$ cat src/rtl/hood_mode_sequencer_if.sv
// Key/power inputs and mode/fan/display outputs of the range-hood mode sequencer.
// master = power/gesture controller side, slave = the sequencer.
interface hood_mode_sequencer_if;
  logic       power_on;
  logic       menu_key;
  logic       level1_key;
  logic       level2_key;
  logic       level3_key;
  logic       clean_key;
  logic [2:0] mode;
  logic [1:0] fan_level;
  logic       clean_active;
  logic [7:0] remaining_s;
  logic       hurricane_used;
  logic       busy;

  modport master (
    output power_on, menu_key, level1_key, level2_key, level3_key, clean_key,
    input  mode, fan_level, clean_active, remaining_s, hurricane_used, busy
  );

  modport slave (
    input  power_on, menu_key, level1_key, level2_key, level3_key, clean_key,
    output mode, fan_level, clean_active, remaining_s, hurricane_used, busy
  );
endinterface

$ cat src/rtl/hood_mode_sequencer.sv
// Range-hood fan / self-clean mode FSM with a 1 s timebase for the timed modes
// (hurricane, cooldown, self-clean). All outputs are registered.
module hood_mode_sequencer #(
  parameter int unsigned CLK_HZ      = 100_000_000,
  parameter int unsigned HURRICANE_S = 60,
  parameter int unsigned COOLDOWN_S  = 60,
  parameter int unsigned CLEAN_S     = 180
) (
  input logic                 clk,
  input logic                 reset,
  hood_mode_sequencer_if.slave bus
);

  localparam int unsigned PW = (CLK_HZ > 1) ? $clog2(CLK_HZ) : 1;
  localparam logic [PW-1:0] PRESC_MAX = PW'(CLK_HZ - 1);

  typedef enum logic [2:0] {
    StOff      = 3'd0,
    StStandby  = 3'd1,
    StL1       = 3'd2,
    StL2       = 3'd3,
    StL3       = 3'd4,
    StCooldown = 3'd5,
    StClean    = 3'd6
  } state_e;

  state_e        state_q, state_d;
  logic [7:0]    rem_q, rem_d;
  logic          hused_q, hused_d;
  logic [PW-1:0] presc_q, presc_d;
  logic [1:0]    fan_q, fan_d;
  logic          clean_q, clean_d;
  logic          busy_q, busy_d;
  logic          tick;

  // State register
  always_ff @(posedge clk or posedge reset) begin
    if (reset) begin
      state_q <= StOff;
      rem_q   <= '0;
      hused_q <= 1'b0;
      presc_q <= '0;
      fan_q   <= '0;
      clean_q <= 1'b0;
      busy_q  <= 1'b0;
    end else begin
      state_q <= state_d;
      rem_q   <= rem_d;
      hused_q <= hused_d;
      presc_q <= presc_d;
      fan_q   <= fan_d;
      clean_q <= clean_d;
      busy_q  <= busy_d;
    end
  end

  // Next-state logic
  always_comb begin
    state_d = state_q;
    rem_d   = rem_q;
    hused_d = hused_q;
    tick    = (presc_q == PRESC_MAX);
    presc_d = tick ? '0 : presc_q + PW'(1);

    if (!bus.power_on) begin
      state_d = StOff;
      rem_d   = '0;
      hused_d = 1'b0;
    end else begin
      case (state_q)
        StOff: state_d = StStandby;
        StStandby: begin
          // menu outranks every other key but has no effect here
          if (!bus.menu_key) begin
            if (bus.level3_key) begin
              if (!hused_q) state_d = StL3;
            end else if (bus.level2_key) begin
              state_d = StL2;
            end else if (bus.level1_key) begin
              state_d = StL1;
            end else if (bus.clean_key) begin
              state_d = StClean;
            end
          end
        end
        StL1, StL2: begin
          if (bus.menu_key) begin
            state_d = StStandby;
          end else if (bus.level3_key) begin
            if (!hused_q) state_d = StL3;
          end else if (bus.level2_key) begin
            state_d = StL2;
          end else if (bus.level1_key) begin
            state_d = StL1;
          end
        end
        StL3: begin
          if (bus.menu_key) begin
            state_d = StCooldown;
          end else if (tick) begin
            if (rem_q <= 8'd1) begin
              state_d = StL2;
              rem_d   = '0;
            end else begin
              rem_d = rem_q - 8'd1;
            end
          end
        end
        StCooldown, StClean: begin
          if (tick) begin
            if (rem_q <= 8'd1) begin
              state_d = StStandby;
              rem_d   = '0;
            end else begin
              rem_d = rem_q - 8'd1;
            end
          end
        end
        default: begin
          state_d = StOff;
          rem_d   = '0;
        end
      endcase

      // Entry into a timed state reloads its duration and restarts the 1 s phase
      if (state_d != state_q) begin
        case (state_d)
          StL3: begin
            rem_d   = 8'(HURRICANE_S);
            hused_d = 1'b1;
            presc_d = '0;
          end
          StCooldown: begin
            rem_d   = 8'(COOLDOWN_S);
            presc_d = '0;
          end
          StClean: begin
            rem_d   = 8'(CLEAN_S);
            presc_d = '0;
          end
          default: ;
        endcase
      end
    end
  end

  // Output decode of the upcoming state, registered alongside it
  always_comb begin
    fan_d   = 2'd0;
    clean_d = 1'b0;
    busy_d  = 1'b0;
    case (state_d)
      StL1:       fan_d = 2'd1;
      StL2:       fan_d = 2'd2;
      StL3: begin
        fan_d  = 2'd3;
        busy_d = 1'b1;
      end
      StCooldown: begin
        fan_d  = 2'd2;
        busy_d = 1'b1;
      end
      StClean: begin
        clean_d = 1'b1;
        busy_d  = 1'b1;
      end
      default: ;
    endcase
  end

  assign bus.mode           = state_q;
  assign bus.fan_level      = fan_q;
  assign bus.clean_active   = clean_q;
  assign bus.remaining_s    = rem_q;
  assign bus.hurricane_used = hused_q;
  assign bus.busy           = busy_q;

endmodule

$ cat src/flat_wrapper.sv
// flat-port wrapper written by rule: the top's interface ports become plain ports
module hood_mode_sequencer_flat 
#(
  parameter int unsigned CLK_HZ      = 100_000_000,
  parameter int unsigned HURRICANE_S = 60,
  parameter int unsigned COOLDOWN_S  = 60,
  parameter int unsigned CLEAN_S     = 180
)
  (clk, reset, bus_power_on, bus_menu_key, bus_level1_key, bus_level2_key, bus_level3_key, bus_clean_key, bus_mode, bus_fan_level, bus_clean_active, bus_remaining_s, bus_hurricane_used, bus_busy);
  hood_mode_sequencer_if bus_i ();
  input logic clk;
  input logic reset;
  input wire logic [$bits(bus_i.power_on)-1:0] bus_power_on;
  input wire logic [$bits(bus_i.menu_key)-1:0] bus_menu_key;
  input wire logic [$bits(bus_i.level1_key)-1:0] bus_level1_key;
  input wire logic [$bits(bus_i.level2_key)-1:0] bus_level2_key;
  input wire logic [$bits(bus_i.level3_key)-1:0] bus_level3_key;
  input wire logic [$bits(bus_i.clean_key)-1:0] bus_clean_key;
  output wire logic [$bits(bus_i.mode)-1:0] bus_mode;
  output wire logic [$bits(bus_i.fan_level)-1:0] bus_fan_level;
  output wire logic [$bits(bus_i.clean_active)-1:0] bus_clean_active;
  output wire logic [$bits(bus_i.remaining_s)-1:0] bus_remaining_s;
  output wire logic [$bits(bus_i.hurricane_used)-1:0] bus_hurricane_used;
  output wire logic [$bits(bus_i.busy)-1:0] bus_busy;
  assign bus_i.power_on = bus_power_on;
  assign bus_i.menu_key = bus_menu_key;
  assign bus_i.level1_key = bus_level1_key;
  assign bus_i.level2_key = bus_level2_key;
  assign bus_i.level3_key = bus_level3_key;
  assign bus_i.clean_key = bus_clean_key;
  assign bus_mode = bus_i.mode;
  assign bus_fan_level = bus_i.fan_level;
  assign bus_clean_active = bus_i.clean_active;
  assign bus_remaining_s = bus_i.remaining_s;
  assign bus_hurricane_used = bus_i.hurricane_used;
  assign bus_busy = bus_i.busy;
  hood_mode_sequencer #(.CLK_HZ(CLK_HZ), .HURRICANE_S(HURRICANE_S), .COOLDOWN_S(COOLDOWN_S), .CLEAN_S(CLEAN_S)) u_core (.clk(clk), .reset(reset), .bus(bus_i));
endmodule
$ cat config.mk
export PLATFORM = sky130hd
export DESIGN_NAME = hood_mode_sequencer_flat
export DESIGN_NICKNAME = d
export VERILOG_FILES = /design/src/rtl/hood_mode_sequencer_if.sv /design/src/rtl/hood_mode_sequencer.sv /design/src/flat_wrapper.sv
export SDC_FILE = /design/constraint.sdc
export NUM_CORES = 1
export LEC_CHECK = 0
export ABC_AREA = 1
export BUFFER_PORTS_ARGS = -buffer_cell sky130_fd_sc_hd__clkbuf_2
export CAP_MARGIN = 20
export CORE_MARGIN = 2
export CORE_UTILIZATION = 57
export DETAILED_ROUTE_END_ITERATION = 12
export PLACE_DENSITY = 0.77
export SETUP_SLACK_MARGIN = 0.15
export SYNTH_ARGS = -nofsm -noshare
export SYNTH_HDL_FRONTEND = slang
export SYNTH_SLANG_ARGS = --single-unit
$ cat constraint.sdc
create_clock -name clk -period 2.5 [get_ports clk]
set_input_delay 0.25 -clock clk [delete_from_list [all_inputs] [get_ports clk]]
set_output_delay 0.25 -clock clk [all_outputs]
set_load 0.02 [all_outputs]
==> impl_metrics.env <==
export IMPL_dpl_instance_area_sq_um=3010
export IMPL_cts_tree="built"
export IMPL_slew_headroom_pct=50.3
export IMPL_clk_pin_slew_ps=80
export IMPL_multi_input_area_sq_um=1530
export IMPL_antenna_found_initial=0
export IMPL_core_area_sq_um=4750
export IMPL_cp_required_ps=2720
export IMPL_nets=434
export IMPL_chipWidth_um=74.2
export IMPL_path_class="reg -> reg"
export IMPL_fin_worst_skew_ps=6.61
export IMPL_min_from="bus_power_on"
export IMPL_ir_drop_v=0.000494
export IMPL_wl_um=6180
export IMPL_io_pins=24
export IMPL_cp_max_fo=5
export IMPL_postSynthRegisterBits=43
export IMPL_dr_first_iter_drc_count=206
export IMPL_syn_to_final_growth_pct=10.4
export IMPL_setup_ws_ps=398
export IMPL_cts_resized=0
export IMPL_drive_gt1_share_pct=16.7
export IMPL_finalSetupTns_ps=0
export IMPL_leakage_nw=1.49
export IMPL_fp_dieH_um=74.2
export IMPL_drc_errors=0
export IMPL_gp_congestion=0.885
export IMPL_r2r_start="u_core.bus.remaining_s[0]"
export IMPL_syn_area_per_cell_sq_um=7.16
export IMPL_worstReg2RegEnd="u_core.bus.remaining_s[3]"
export IMPL_hold_violations=0
export IMPL_cts_root_buf="clkbuf_8"
export IMPL_cts_buffer_depth=2
export IMPL_cp_end_kind="flip-flop"
export IMPL_synth_cell_type_count=37
export IMPL_insertion_delay_ps=290
export IMPL_drv_slew=0
export IMPL_r2r_cells=14
export IMPL_min_to="u_core.bus.remaining_s[7]"
export IMPL_p_per_area_nw_per_um2=654
export IMPL_layout_commonest_cell="nand2_1"
export IMPL_worstSetupStartpointType="flip-flop"
export IMPL_ys_flop_type="dfrtp_1"
export IMPL_antenna_left=0
export IMPL_htree_levels=2
export IMPL_finalSetupViolCount=0
export IMPL_dr_pass1_iters=5
export IMPL_rsz0062_at_grt="false"
export IMPL_min_delay_path_depth=3
export IMPL_async_reset_ff_share_pct=100
export IMPL_post_cts_buffers=0
export IMPL_num_rows=25
export IMPL_cts_buffers=5
export IMPL_nFillCells=434
export IMPL_viasPerCell=5.26
export IMPL_yosys_area_top_type="dfrtp_1"
export IMPL_min_path_type="in -> reg"
export IMPL_vias=2581
export IMPL_reg2reg_slack_ps=400
export IMPL_syn_area_sq_um=2810
export IMPL_synth_top_area_share_pct=38.3
export IMPL_max_slew_worst_pin_slew_ps=741
export IMPL_portBuffers=23
export IMPL_synth_edf_count=0
export IMPL_syn_inst=393
export IMPL_syn_nets=404
export IMPL_postLayoutCellArea_sq_um=3100
export IMPL_fin_crit_sh_pct=84.1
export IMPL_cp_arrival_ps=2330
export IMPL_die_area_sq_um=5510
export IMPL_yosys_warnings=0
export IMPL_grt_first_pass_wirelength_um=10800
export IMPL_grt_overflow=0
export IMPL_num_antenna_cells=0
export IMPL_dp_hpwl_um=4730
export IMPL_mostFrequentLayoutCells="nand2_1 (97), nor2_1 (61), inv_1 (43), dfrtp_1 (43), clkbuf_2 (23)"
export IMPL_initial_core_util_pct=59.2
export IMPL_wire_per_inst_um=12.6
export IMPL_seqCellArea_sq_um=1080
export IMPL_max_cap_violations=0
export IMPL_period_minus_slack_ps=2100
export IMPL_ys_top_cells_by_area="dfrtp_1 (38%), nand2_1 (13%), nor2_1 (8.1%)"
export IMPL_track_usage_pct=24.7
export IMPL_max_freq_mhz=476
export IMPL_status="complete, no violations"
export IMPL_clock_sinks=43
export IMPL_grt_max_degree=29
export IMPL_finalPower_mw=2.03
export IMPL_first_global_vias=2451
export IMPL_pre_cts_ws_ps=450
export IMPL_final_util_pct=65.3
export IMPL_synth_seq_area_share_pct=38.3
export IMPL_ctsHoldBuffers=1
-- power by group --
part	internal (mW)	leakage, nW	switching (mW)
clock network	0.196	0.0422	0.228
logic	0.236	0.863	0.378
registers	0.840	0.580	0.154
-- worst max-delay path by stage --
stage                                    startpoint                         to  slack [ps]  cells past startpoint
after floorplan           u_core.bus.remaining_s[0]  u_core.bus.hurricane_used         630                     13
after global placement    u_core.bus.remaining_s[0]  u_core.bus.remaining_s[3]         520                     14
after detailed placement  u_core.bus.remaining_s[1]  u_core.bus.remaining_s[3]         450                     14
after CTS                 u_core.bus.remaining_s[0]  u_core.bus.remaining_s[3]         430                     14
after global routing      u_core.bus.remaining_s[0]  u_core.bus.remaining_s[7]         180                     14
final                     u_core.bus.remaining_s[0]  u_core.bus.remaining_s[3]         400                     14
-- synthesized netlist by cell type (all sizes together) (3+ instances only) --
cell type,instances
inv,51
xor2,15
a21oi,8
o211ai,3
nand2,102
xnor2,4
nand3,25
o21ai,13
dfrtp,43
nor2,78
nor4,3
ha,3
nor3,20
a31oi,3
nand4,7
-- area by class of cell --
| class | instances | share of cell area, % |
|---|---|---|
| tap | 67 | 2.70 |
| inverter | 51 | 6.17 |
| timing repair buffer | 26 | 4.51 |
| sequential | 43 | 34.7 |
| clock inverter | 1 | 0.161 |
| multi-input combinational | 296 | 49.3 |
| clock buffer | 7 | 2.46 |
-- critical path: stages, from the launching register on --
cell,delay [ps]
dfrtp_1,400
inv_1,140
ha_1,210
nor2_1,80
nor3_2,260
nand3_2,170
nand2_2,120
nand2_1,70
nand2_1,70
nand3_1,70
nor2_1,90
nand2_1,90
nand2_1,80
nand2_1,90
nor2_1,100
-- stage by stage --
step                      hold slack, ps  std cells
after CTS                            232        491
after floorplan                      365        393
final                                232        491
after detailed placement             298        482
after global placement               290        482
after global routing                 283        491
-- cells by family after synthesis --
| logic type | synth area share, % |
|---|---|
| simple gates | 40.8 |
| compound gates | 6.36 |
| buf+inv | 7.30 |
| xor+xnor | 5.92 |
| fa+ha+maj | 1.33 |
| flops | 38.3 |
-- routing by layer --
metal  share of wire (%)  global-route usage, %  routed length, um  up-vias
li1                    -                      -                  -     1312
met3                 5.4                   3.93                333       12
met1                  49                   35.8               3000     1176
met2                  44                   38.0               2740       81
met4                 1.8                   8.33                109        0
met5                   0                      0                  0        -
-- flip-flops by register name, indices dropped and copies added, names as in the netlist --
register / flops
u_core.bus.mode: 3
u_core.presc_q: 27
u_core.bus.hurricane_used: 1
u_core.bus.busy: 1
u_core.bus.remaining_s: 8
u_core.bus.fan_level: 2
u_core.bus.clean_active: 1
No activity file was read; power rests on OpenSTA's default activity.
